## src/rtl/alu_sched.sv

```systemverilog
// alu_sched: shares one registered ALU between NREQ requesters.
// Accepts one operation per handshake, waits the ALU latency and returns
// result, flags and requester id on a single valid/ready response port.
// Build option: define ALU_SCHED_FIXED_PRIO_EN for fixed (lowest index wins)
// priority; otherwise round-robin arbitration is used.
module alu_sched #(
    parameter int unsigned NREQ = 4,
    parameter int unsigned OPW  = 4,
    parameter int unsigned LAT  = 1
) (
    input  logic                      clk,
    input  logic                      rst,
    input  logic [NREQ-1:0]           req_valid,
    output logic [NREQ-1:0]           req_ready,
    input  logic [NREQ*OPW-1:0]       req_op,
    input  logic [NREQ*8-1:0]         req_a,
    input  logic [NREQ*8-1:0]         req_b,
    output logic [OPW-1:0]            alu_op,
    output logic [7:0]                alu_a,
    output logic [7:0]                alu_b,
    input  logic [31:0]               alu_result,
    input  logic                      alu_cf,
    input  logic                      alu_of,
    output logic                      rsp_valid,
    input  logic                      rsp_ready,
    output logic [$clog2(NREQ)-1:0]   rsp_id,
    output logic [31:0]               rsp_result,
    output logic                      rsp_cf,
    output logic                      rsp_zf,
    output logic                      rsp_nf,
    output logic                      rsp_of,
    output logic                      rsp_err,
    output logic                      busy
);

    localparam int unsigned IDW = $clog2(NREQ);
    localparam int unsigned CW  = $clog2(LAT + 1);

    typedef enum logic [1:0] {
        S_IDLE = 2'd0,
        S_WAIT = 2'd1,
        S_RESP = 2'd2
    } state_e;

    state_e            state_q, state_d;
    logic [CW-1:0]     cnt_q, cnt_d;
`ifndef ALU_SCHED_FIXED_PRIO_EN
    logic [IDW-1:0]    ptr_q, ptr_d;
`endif
    logic [OPW-1:0]    alu_op_q, alu_op_d;
    logic [7:0]        alu_a_q, alu_a_d;
    logic [7:0]        alu_b_q, alu_b_d;
    logic [IDW-1:0]    rsp_id_q, rsp_id_d;
    logic [31:0]       rsp_result_q, rsp_result_d;
    logic              rsp_cf_q, rsp_cf_d;
    logic              rsp_zf_q, rsp_zf_d;
    logic              rsp_nf_q, rsp_nf_d;
    logic              rsp_of_q, rsp_of_d;
    logic              rsp_err_q, rsp_err_d;

    logic              grant_found_c;
    logic [IDW-1:0]    grant_id_c;
    logic [OPW-1:0]    sel_op_c;
    logic [7:0]        sel_a_c;
    logic [7:0]        sel_b_c;
    logic              op_ok_c;

    // Arbiter: pick the winning requester among those asserting valid
    always_comb begin : arb
`ifndef ALU_SCHED_FIXED_PRIO_EN
        int unsigned idx;
        idx = 0;
`endif
        grant_found_c = 1'b0;
        grant_id_c    = '0;
`ifdef ALU_SCHED_FIXED_PRIO_EN
        // Scanning downward leaves the lowest valid index as the winner
        for (int i = NREQ - 1; i >= 0; i--) begin
            if (req_valid[IDW'(i)]) begin
                grant_found_c = 1'b1;
                grant_id_c    = IDW'(i);
            end
        end
`else
        // Search starts just after the last winner so every requester rotates in
        for (int k = 0; k < NREQ; k++) begin
            idx = (32'(ptr_q) + 32'd1 + 32'(k)) % NREQ;
            if (!grant_found_c && req_valid[IDW'(idx)]) begin
                grant_found_c = 1'b1;
                grant_id_c    = IDW'(idx);
            end
        end
`endif
    end

    // Winner's payload and opcode legality (1..10 are real ALU operations)
    always_comb begin : sel
        sel_op_c = req_op[32'(grant_id_c) * OPW +: OPW];
        sel_a_c  = req_a[32'(grant_id_c) * 8 +: 8];
        sel_b_c  = req_b[32'(grant_id_c) * 8 +: 8];
        op_ok_c  = (32'(sel_op_c) >= 32'd1) && (32'(sel_op_c) <= 32'd10);
    end

    // Grant is only visible while idle
    always_comb begin : ready_gen
        req_ready = '0;
        if (state_q == S_IDLE && grant_found_c) begin
            req_ready = NREQ'(1) << grant_id_c;
        end
    end

    // Next-state and register updates for the scheduler FSM
    always_comb begin : fsm_next
        state_d      = state_q;
        cnt_d        = cnt_q;
`ifndef ALU_SCHED_FIXED_PRIO_EN
        ptr_d        = ptr_q;
`endif
        alu_op_d     = alu_op_q;
        alu_a_d      = alu_a_q;
        alu_b_d      = alu_b_q;
        rsp_id_d     = rsp_id_q;
        rsp_result_d = rsp_result_q;
        rsp_cf_d     = rsp_cf_q;
        rsp_zf_d     = rsp_zf_q;
        rsp_nf_d     = rsp_nf_q;
        rsp_of_d     = rsp_of_q;
        rsp_err_d    = rsp_err_q;

        case (state_q)
            S_IDLE: begin
                if (grant_found_c) begin
                    rsp_id_d = grant_id_c;
`ifndef ALU_SCHED_FIXED_PRIO_EN
                    ptr_d    = grant_id_c;
`endif
                    if (op_ok_c) begin
                        alu_op_d = sel_op_c;
                        alu_a_d  = sel_a_c;
                        alu_b_d  = sel_b_c;
                        cnt_d    = CW'(LAT);
                        state_d  = S_WAIT;
                    end else begin
                        // Bad opcode: answer directly, ALU inputs untouched
                        rsp_result_d = '0;
                        rsp_cf_d     = 1'b0;
                        rsp_zf_d     = 1'b0;
                        rsp_nf_d     = 1'b0;
                        rsp_of_d     = 1'b0;
                        rsp_err_d    = 1'b1;
                        state_d      = S_RESP;
                    end
                end
            end
            S_WAIT: begin
                if (cnt_q != '0) begin
                    cnt_d = cnt_q - CW'(1);
                end else begin
                    rsp_result_d = alu_result;
                    rsp_cf_d     = alu_cf;
                    rsp_of_d     = alu_of;
                    rsp_zf_d     = (alu_result == 32'd0);
                    rsp_nf_d     = alu_result[31];
                    rsp_err_d    = 1'b0;
                    state_d      = S_RESP;
                end
            end
            S_RESP: begin
                if (rsp_ready) begin
                    state_d = S_IDLE;
                end
            end
            default: begin
                state_d = S_IDLE;
            end
        endcase
    end

    // State and datapath registers
    always_ff @(posedge clk or posedge rst) begin : regs
        if (rst) begin
            state_q      <= S_IDLE;
            cnt_q        <= '0;
`ifndef ALU_SCHED_FIXED_PRIO_EN
            ptr_q        <= IDW'(NREQ - 1);
`endif
            alu_op_q     <= '0;
            alu_a_q      <= '0;
            alu_b_q      <= '0;
            rsp_id_q     <= '0;
            rsp_result_q <= '0;
            rsp_cf_q     <= 1'b0;
            rsp_zf_q     <= 1'b0;
            rsp_nf_q     <= 1'b0;
            rsp_of_q     <= 1'b0;
            rsp_err_q    <= 1'b0;
        end else begin
            state_q      <= state_d;
            cnt_q        <= cnt_d;
`ifndef ALU_SCHED_FIXED_PRIO_EN
            ptr_q        <= ptr_d;
`endif
            alu_op_q     <= alu_op_d;
            alu_a_q      <= alu_a_d;
            alu_b_q      <= alu_b_d;
            rsp_id_q     <= rsp_id_d;
            rsp_result_q <= rsp_result_d;
            rsp_cf_q     <= rsp_cf_d;
            rsp_zf_q     <= rsp_zf_d;
            rsp_nf_q     <= rsp_nf_d;
            rsp_of_q     <= rsp_of_d;
            rsp_err_q    <= rsp_err_d;
        end
    end

    assign alu_op     = alu_op_q;
    assign alu_a      = alu_a_q;
    assign alu_b      = alu_b_q;
    assign rsp_valid  = (state_q == S_RESP);
    assign rsp_id     = rsp_id_q;
    assign rsp_result = rsp_result_q;
    assign rsp_cf     = rsp_cf_q;
    assign rsp_zf     = rsp_zf_q;
    assign rsp_nf     = rsp_nf_q;
    assign rsp_of     = rsp_of_q;
    assign rsp_err    = rsp_err_q;
    assign busy       = (state_q != S_IDLE);

endmodule

```

## config.mk

```make
export PLATFORM = sky130hd
export DESIGN_NAME = alu_sched
export DESIGN_NICKNAME = d
export VERILOG_FILES = /design/src/rtl/alu_sched.sv
export SDC_FILE = /design/constraint.sdc
export NUM_CORES = 1
export LEC_CHECK = 0
export CORE_MARGIN = 10
export CORE_UTILIZATION = 38
export CTS_CLUSTER_DIAMETER = 40
export DETAILED_ROUTE_END_ITERATION = 16
export PLACE_DENSITY = 0.81
export SLEW_MARGIN = 10
export SYNTH_ARGS = -nofsm -noshare
export SYNTH_HDL_FRONTEND = slang
export SYNTH_SLANG_ARGS = --single-unit
```

## constraint.sdc

```tcl
create_clock -name clk -period 3.4 [get_ports clk]
set_clock_uncertainty 0.05 [all_clocks]
set_input_delay 0.34 -clock clk [delete_from_list [all_inputs] [get_ports clk]]
set_output_delay 0.34 -clock clk [all_outputs]
set_load 0.005 [all_outputs]
```

# Yosys cells after proc, flatten, opt, wreduce, memory -nomap -nowiden
# Cells that the tools add are included.
classes:
  add_sub_neg: 5
  magnitude_cmp: 6
  n_eq_ne: 7
  n_shift: 4
  mux: 44
  n_reduce_logical: 17
ops:
  columns: ["operator", "n"]
  rows:
  - ["$mux W32", 3]
  - ["$pmux W32 S2", 1]
  - ["$shiftx A32 B6 Y8", 2]
  - ["$logic_not A32 Y1", 1]
  - ["$mux W1", 20]
  - ["$mux W2", 8]
  - ["$shiftx A16 B5 Y4", 1]
  - ["$lt A2 B3 Y1 const B", 4]
  - ["$pmux W1 S2", 6]
  - ["$reduce_and A3 Y1", 3]
  - ["$bmux W1 S2", 4]
  - ["$ne A2 B2 Y1 const B", 4]
  - ["$pmux W2 S3", 1]
  - ["$logic_and A1 B1 Y1", 5]
  - ["$add A2 B1 Y2 const B", 2]
  - ["$add A2 B2 Y2 const B", 2]
  - ["$ge A4 B1 Y1 const B", 1]
  - ["$le A4 B4 Y1 const B", 1]
  - ["$mux W4", 1]
  - ["$reduce_and A4 Y1", 1]
  - ["$reduce_bool A2 Y1", 2]
  - ["$shl A1 B2 Y4 const A", 1]
  - ["$logic_not A1 Y1", 3]
  - ["$eq A2 B1 Y1 const B", 1]
  - ["other kinds (5)", 5]
totals:
  reg_bits: 64
  in_bits: 121
  out_inout_bits: 65
  elab_cells: 96

# Logic depth before layout (Yosys ltp)
# Gate-level depths: netlist of the first run.
logic_depth:
  ltp_word: 19
  mapped_depth: 13
  mapped_depth_nobuf: 9

# Worst setup path after synthesis of the first run
# Ideal clock, no wire load.
synth_timing:
  kind: "register -> register"
  startpoint: "reg ptr_q[0]"
  endpoint: "reg alu_a_q[7] (netlist: alu_a[7])"
  arrival_ps: 2267
  setup_slack_ps: 956
  stages_incl_launch_ff: 13
  n_path_buf: 3
  path_cell_list: "dfstp_2 nand2b_1 a21o_1 and3_1 buf_6 buf_6 a21oi_2 a22oi_1 nor4_1 a21oi_1 nand2_1 buf_4 mux2_1"
synth_via:
  elab_chain_len: 17
synth_lines:
  columns: ["item", "line_no", "rtl"]
  rows:
  - ["from (decl)", "48", "logic [IDW-1:0] ptr_q, ptr_d;"]
  - ["from (signal assigned)", "185", "ptr_q <= IDW'(NREQ - 1);"]
  - ["from (signal assigned)", "201", "ptr_q <= ptr_d;"]
  - ["$add A2 B1 Y2 *", "87", "idx = (32'(ptr_q) + 32'd1 + 32'(k)) % NREQ;"]
  - ["branches (longest 16 deep; another with $add A2 B1 Y2)", null, null]
  - ["to (signal assigned)", "204", "alu_a_q <= alu_a_d;"]
  - ["to (decl)", "51", "logic [7:0] alu_a_q, alu_a_d;"]
# Mark *: on every way between the ends. The select of a mux whose other input is x is not followed.
# A chain may end at the register's enable or synchronous reset.

# Worst setup path after layout of the first run
layout_timing:
  startpoint: "in req_valid[3]"
  endpoint: "out req_ready[0]"
layout_via:
  elab_chain_len: 14
layout_lines:
  columns: ["item", "line_no", "rtl"]
  rows:
  - ["from (decl)", "13", "input logic [NREQ-1:0] req_valid,"]
  - ["$bmux W1 S2", "88", "if (!grant_found_c && req_valid[IDW'(idx)]) begin"]
  - ["$mux W1 (not written as such)", "88", null]
  - ["$mux W1", "88", null]
  - ["$logic_not A1 Y1", "88", null]
  - ["$logic_and A1 B1 Y1", "88", null]
  - ["$mux W1", "88", null]
  - ["$logic_not A1 Y1", "88", null]
  - ["$logic_and A1 B1 Y1", "88", null]
  - ["$mux W1", "88", null]
  - ["$logic_not A1 Y1", "88", null]
  - ["$logic_and A1 B1 Y1", "88", null]
  - ["$mux W2 / $mux W1 (equally long branches)", "88", null]
  - ["$shl A1 B2 Y4 / $logic_and A1 B1 Y1 (equally long branches)", "108, 107", null]
  - ["$mux W4 *", "107", "if (state_q == S_IDLE && grant_found_c) begin"]
  - ["to (decl)", "14", "output logic [NREQ-1:0] req_ready,"]
# Mark *: on every way between the ends. The rest lies on a longest branch, timed or not. The select of a mux whose other input is x is not followed.

==> results of run 1 <==
## per-stage QoR
stage	power [W]	cells	worst slack, ns
floorplan	0.00262	321	0.956
global placement	0.00374	599	0.295
detailed placement	0.00381	599	0.138
CTS	0.00445	615	0.271
global route	0.00470	615	0.143
finish	0.00440	615	0.244
## worst reg2reg max path, delay by kind of cell, from the launching register on
| kind | cells | cell delay (ns) |
|---|---|---|
| AO/OA/AOI/OAI | 6 | 1.27 |
| flip-flops | 1 | 0.54 |
| AND/OR/NAND/NOR | 3 | 0.68 |
| buffers and inverters | 1 | 0.31 |
## final timing paths
kind	to	slack, ns
worst max-delay path	req_ready[0]	0.24
worst min-delay path	rsp_cf	0.40
worst max register to register	rsp_result[1]	0.49
worst min register to register	alu_a[7]	0.44
max in group asynchronous	ptr_q[1]	2.17
min in group clk	alu_a[7]	0.44
## per-layer routing
layer | global-route usage | vias up | share of wire
met5 | 0 | - | 0
met4 | 0.0625 | 0 | 0.020
met3 | 0.0574 | 18 | 0.063
met2 | 0.311 | 128 | 0.50
met1 | 0.205 | 1558 | 0.42
li1 | - | 1517 | -
## state kept, by name, indices dropped and copies added, names as in the netlist, 2 cells and up
signal / cells
rsp_result: 32
alu_a: 8
alu_b: 8
alu_op: 4
ptr_q: 2
rsp_id: 2
state_q: 2
## power groups by stage
stage          Sequential [W]  Clock [W]  Combinational, W
6_report              0.00133   0.000619           0.00245
2_1_floorplan         0.00133          0           0.00129
3_3_place_gp          0.00132          0           0.00242
3_5_place_dp          0.00133          0           0.00248
4_1_cts               0.00133   0.000634           0.00248
5_1_grt               0.00138   0.000662           0.00266
## cells by family after synthesis
logic type / count (synthesis) / share of synthesized area
compound gates: 80 / 0.185
mux: 21 / 0.0766
simple gates: 128 / 0.182
flops: 63 / 0.504
buf+inv: 29 / 0.0535
## cell usage after synthesis (all sizes together) (4+ instances only)
master and count:
a22oi 4, dfrtp 61, nand2 80, a21o 4, and3 19, mux2 21
a21oi 14, clkbuf 8, buf 15, nor4 9, a22o 34, a31oi 17
inv 6, nor2 12, o21ai 4
## area by class of cell
cell class,count,area share
clock buffers,10,0.0243
clock inverters,6,0.0117
inverters,6,0.00428
multi-input cells,229,0.265
flip-flops and latches,63,0.300
well taps,105,0.0250
repair buffers,196,0.370
==> flow_metrics.py, run 1 <==
metrics = {
    "status": {
        "status": "complete, no violations",
    },
    "detailed_routing": {
        "wl_um": 11600,
        "drtIter0Drc": 158,
        "ant_nets": 0,
        "firstDrtPassIters": 4,
        "drc": 0,
        "wire_per_inst_um": 18.8,
        "vias_per_cell": 5.24,
        "vias": 3221,
    },
    "global_route": {
        "grt_pass1_vias": 3384,
        "grt-ovfl-total": 0,
        "grt_usage": 0.181,
        "antenna_found_initial": 0,
        "grt_pass1_wl_um": 18200,
        "grt_max_degree": 36,
    },
    "placed_design": {
        "numPortBuffers": 185,
        "place_area_um2": 5070,
        "place_hpwl_um": 9210,
        "place_congestion": 0.915,
    },
    "cells_and_area": {
        "final_util": 0.647,
        "final_net_count": 626,
        "area_growth_pct": 67.8,
        "multi_input_comb_area_um2": 1390,
        "n_fill_cell": 658,
        "seq_area_um2": 1580,
        "final_common_cell": "clkdlybuf4s50_1",
        "final_design_area_no_fill_um2": 5260,
        "drive_above_1_share": 0.0922,
        "antenna_cells": 0,
        "mostFrequentLayoutCells": "clkdlybuf4s50_1 (185), nand2_1 (80), dfrtp_1 (61)",
    },
    "worst_setup_path": {
        "endpoint_kind": "output pin",
        "crit_cells": 7,
        "worstPathMaxFanout": 33,
        "worstPathRequired_ns": 3.01,
        "path_class": "in2out",
        "slowest_delay_ns": 0.53,
        "critPathArrivalTime_ns": 2.77,
        "r2r-start": "ptr_q[0]",
        "crit_family": "buffers and inverters",
        "cp_num_buf_inv": 3,
        "start_kind": "input port",
        "cp_slowest_cell": "clkdlybuf4s50_1",
        "r2r_cells": 10,
        "cp-startpoint": "req_valid[3]",
        "path_cells": "clkdlybuf4s50_1 > nor2b_1 > o21ai_1 > and3_1 > buf_4 > and3_1 > clkdlybuf4s50_1",
    },
    "clock_tree": {
        "holdBufCountCts": 0,
        "h-tree-depth": 3,
        "path_clk_slew_ns": 0.07,
        "cts_sinks": 63,
        "cts_setup_buffers": 0,
        "clk_latency_ns": 0.33,
        "clk_path_buf_depth": 2,
        "numCtsBuffers": 9,
        "root_buffer": "clkbuf_8",
        "cts.repair.resized": 0,
        "cts_tree": "done",
    },
    "timing": {
        "setup_viol": 0,
        "finalSetupTns_ns": 0,
        "clock.fmax_mhz": 317,
        "worst_pin_slew_ns": 0.730,
        "rsz0062_at_grt": "false",
        "fin_crit_ns": 3.16,
        "report.final.slew_viol_count": 0,
        "min_period_over_period": 0.928,
        "slew-limit-headroom": 0.513,
        "fin_hold_ws_ns": 0.398,
        "hold_viol": 0,
    },
    "run": {
        "cap_viol_max_count": 0,
    },
    "floorplanning": {
        "die_h_um": 111,
        "rows": 33,
        "die_w_um": 111,
        "dieArea_um2": 12300,
        "ios": 186,
        "core_area_um2": 8130,
        "floorplan.initialDensity": 0.385,
    },
    "logic_synthesis": {
        "synth_edf_count": 0,
        "syn-mean-instance-area_um2": 9.77,
        "ys_seq_area_frac": 0.504,
        "netlist-cell-type-count": 31,
        "yosys-top-cells-area": "dfrtp_1 (49%), nand2_1 (9.6%), a22o_1 (9.5%), mux2_2 (5.4%), and3_1 (3.8%)",
        "netlist_area_um2": 3140,
        "yosysWarnings": 0,
        "synth-seq-cells": 63,
        "synthCells": 321,
        "synth_ff_type": "dfrtp_1",
        "synthArstFlopShare": 1.00,
        "synth_top_area_cell": "dfrtp_1",
        "synth_top_area_frac": 0.487,
        "synth_nets": 442,
    },
    "power_and_ir_drop": {
        "p_leak_nw": 2.29,
        "p_clk_frac": 0.141,
        "combinationalPowerShare": 0.557,
        "pwr-share-seq": 0.303,
        "switching_share": 0.358,
        "powerDensity_nw_per_um2": 836,
        "p_int_w": 0.00282,
        "ir_worst_vdd_v": 0.000413,
        "p_switching_w": 0.00158,
    },
    "hold_path": {
        "hold_class": "in2async",
    },
}
Power figures use the tool's default switching activity.
==> run 2, diff against run 1 <==
--- a/config.mk
+++ b/config.mk
@@ -6,10 +6,11 @@
 export NUM_CORES = 1
 export LEC_CHECK = 0
 export CORE_MARGIN = 10
-export CORE_UTILIZATION = 38
+export CORE_UTILIZATION = 41
 export CTS_CLUSTER_DIAMETER = 40
 export DETAILED_ROUTE_END_ITERATION = 16
-export PLACE_DENSITY = 0.81
+export PLACE_DENSITY = 0.87
+export RECOVER_POWER = 50
 export SLEW_MARGIN = 10
 export SYNTH_ARGS = -nofsm -noshare
 export SYNTH_HDL_FRONTEND = slang
==> constraint.sdc (replaced) <==
create_clock -name clk -period 4.1 [get_ports clk]
set_clock_uncertainty 0.05 [all_clocks]
set_input_delay 0.41 -clock clk [delete_from_list [all_inputs] [get_ports clk]]
set_output_delay 0.41 -clock clk [all_outputs]
set_load 0.005 [all_outputs]
==> run 2 against run 1 <==
Effect of this change:
- the run now ends with max-capacitance violations, max-slew violations left
- cell area is 0.24% lower
- clock power down 11%
- largest power group unchanged
- clock-buffer cell count up 1
- non-clock buffer count is 1 lower
- largest cell class unchanged
- hold slack improved by 0.044 ns
- global-route usage grew 2.4 points
- sequential share of layout area grew 0.072 points
==> flow_metrics.py, run 2 (synthesized netlist as in run 1, its figures left out) <==
metrics = {
    "detailed_routing": {
        "vias": 3209,
        "wire_per_inst_um": 19.5,
        "vias_per_cell": 5.28,
        "wl_um": 11800,
        "drc": 0,
        "drtIter0Drc": 193,
        "firstDrtPassIters": 5,
        "ant_nets": 0,
    },
    "cells_and_area": {
        "antenna_cells": 0,
        "n_fill_cell": 536,
        "largest_reg_flops": 32,
        "final_net_count": 625,
        "fin_cells": 608,
        "final_common_cell": "clkdlybuf4s50_1",
        "drive_above_1_share": 0.0884,
        "area_growth_pct": 67.4,
        "mostFrequentLayoutCells": "clkdlybuf4s50_1 (152), nand2_1 (80), dfrtp_1 (61)",
        "final_design_area_no_fill_um2": 5250,
    },
    "floorplanning": {
        "ios": 186,
        "die_h_um": 107,
        "rows": 31,
        "core_area_um2": 7330,
        "die_w_um": 107,
        "dieArea_um2": 11500,
        "floorplan.initialDensity": 0.428,
    },
    "clock_tree": {
        "cts.repair.resized": 0,
        "cts_sinks": 63,
        "h-tree-depth": 3,
        "clk_path_buf_depth": 2,
        "holdBufCountCts": 0,
        "cts_setup_buffers": 0,
        "root_buffer": "clkbuf_8",
        "path_clk_slew_ns": 0.06,
        "numCtsBuffers": 9,
        "clk_latency_ns": 0.33,
        "cts_tree": "done",
    },
    "worst_setup_path": {
        "worstPathMaxFanout": 31,
        "path_cells": "clkdlybuf4s50_1 > nor2b_1 > o21ai_1 > and3_1 > buf_4 > and3_1 > clkdlybuf4s50_1",
        "start_kind": "input port",
        "cp_num_buf_inv": 3,
        "endpoint_kind": "output pin",
        "critPathArrivalTime_ns": 2.84,
        "cp_slowest_cell": "clkdlybuf4s50_1",
        "worstPathRequired_ns": 3.64,
        "crit_family": "buffers and inverters",
        "path_class": "in2out",
        "slowest_delay_ns": 0.55,
    },
    "global_route": {
        "grt_max_degree": 36,
        "grt_usage": 0.204,
        "grt_pass1_wl_um": 18700,
        "grt-ovfl-total": 0,
        "grt_pass1_vias": 3456,
        "antenna_found_initial": 0,
    },
    "status": {
        "status": "finished with violations",
        "failed_checks": "max-capacitance violations, max-slew violations",
    },
    "placed_design": {
        "place_hpwl_um": 9420,
        "dp_cells": 592,
        "numPortBuffers": 185,
        "place_congestion": 0.883,
        "place_area_um2": 5040,
        "place_ws_ns": 0.585,
    },
    "timing": {
        "clock.fmax_mhz": 303,
        "rsz0062_at_grt": "false",
        "setup_viol": 0,
        "fin_crit_ns": 3.30,
        "finalSetupTns_ns": 0,
        "min_period_over_period": 0.805,
        "hold_viol": 0,
        "worst_slack_ns": 0.800,
        "worst_pin_slew_ns": 1.80,
        "report.final.slew_viol_count": 36,
        "slew-limit-headroom": -0.200,
    },
    "run": {
        "cap_viol_max_count": 1,
    },
    "power_and_ir_drop": {
        "ir_worst_vdd_v": 0.000415,
        "p_leak_nw": 2.34,
        "powerDensity_nw_per_um2": 685,
        "total_power_w": 0.00359,
    },
    "hold_path": {
        "hold_class": "reg2reg",
    },
}
[run 2: path summary, 6_finish.rpt]
| check | startpoint | end | slack, ns | depth (start not counted) |
|---|---|---|---|---|
| min in group asynchronous | rst | alu_b[0] | 0.78 | 2 |
| max | req_valid[3] | req_ready[0] | 0.80 | 7 |
| max in group asynchronous | rst | rsp_result[22] | 0.97 | 3 |
| max reg2reg | ptr_q[0] | rsp_result[9] | 1.03 | 10 |
| min reg2reg | alu_b[5] | alu_b[5] | 0.44 | 1 |
| min | alu_b[5] | alu_b[5] | 0.44 | 1 |
[run 2: final cells by class]
| cell class | instances | area, um^2 | area share |
|---|---|---|---|
| Inverter | 6 | 22.5 | 0.00429 |
| Sequential cell | 63 | 1580 | 0.301 |
| Clock buffer | 11 | 151 | 0.0289 |
| Clock inverter | 5 | 56.3 | 0.0107 |
| Timing Repair Buffer | 195 | 1920 | 0.366 |
| Tap cell | 99 | 124 | 0.0236 |
| Multi-Input combinational cell | 229 | 1390 | 0.265 |
[run 2: through the flow]
| stage | hold slack (ns) | util |
|---|---|---|
| floorplan | 0.436 | - |
| global placement | 0.425 | 0.688 |
| detailed placement | 0.431 | 0.688 |
| CTS | 0.447 | 0.716 |
| global route | 0.461 | 0.716 |
| finish | 0.442 | 0.716 |
[run 2: power by group]
| group | total, W | switching, W | internal, W |
|---|---|---|---|
| sequential | 0.00110 | 0.000169 | 0.000926 |
| combinational | 0.00194 | 0.000889 | 0.00106 |
| clock | 0.000554 | 0.000241 | 0.000313 |
[run 2: per-layer routing]
| metal | global-route usage | vias to the layer above | part of all wire |
|---|---|---|---|
| met1 | 0.217 | 1532 | 0.37 |
| met4 | 0.0916 | 0 | 0.034 |
| met5 | 0 | - | 0 |
| li1 | - | 1521 | - |
| met3 | 0.0689 | 26 | 0.070 |
| met2 | 0.360 | 130 | 0.53 |
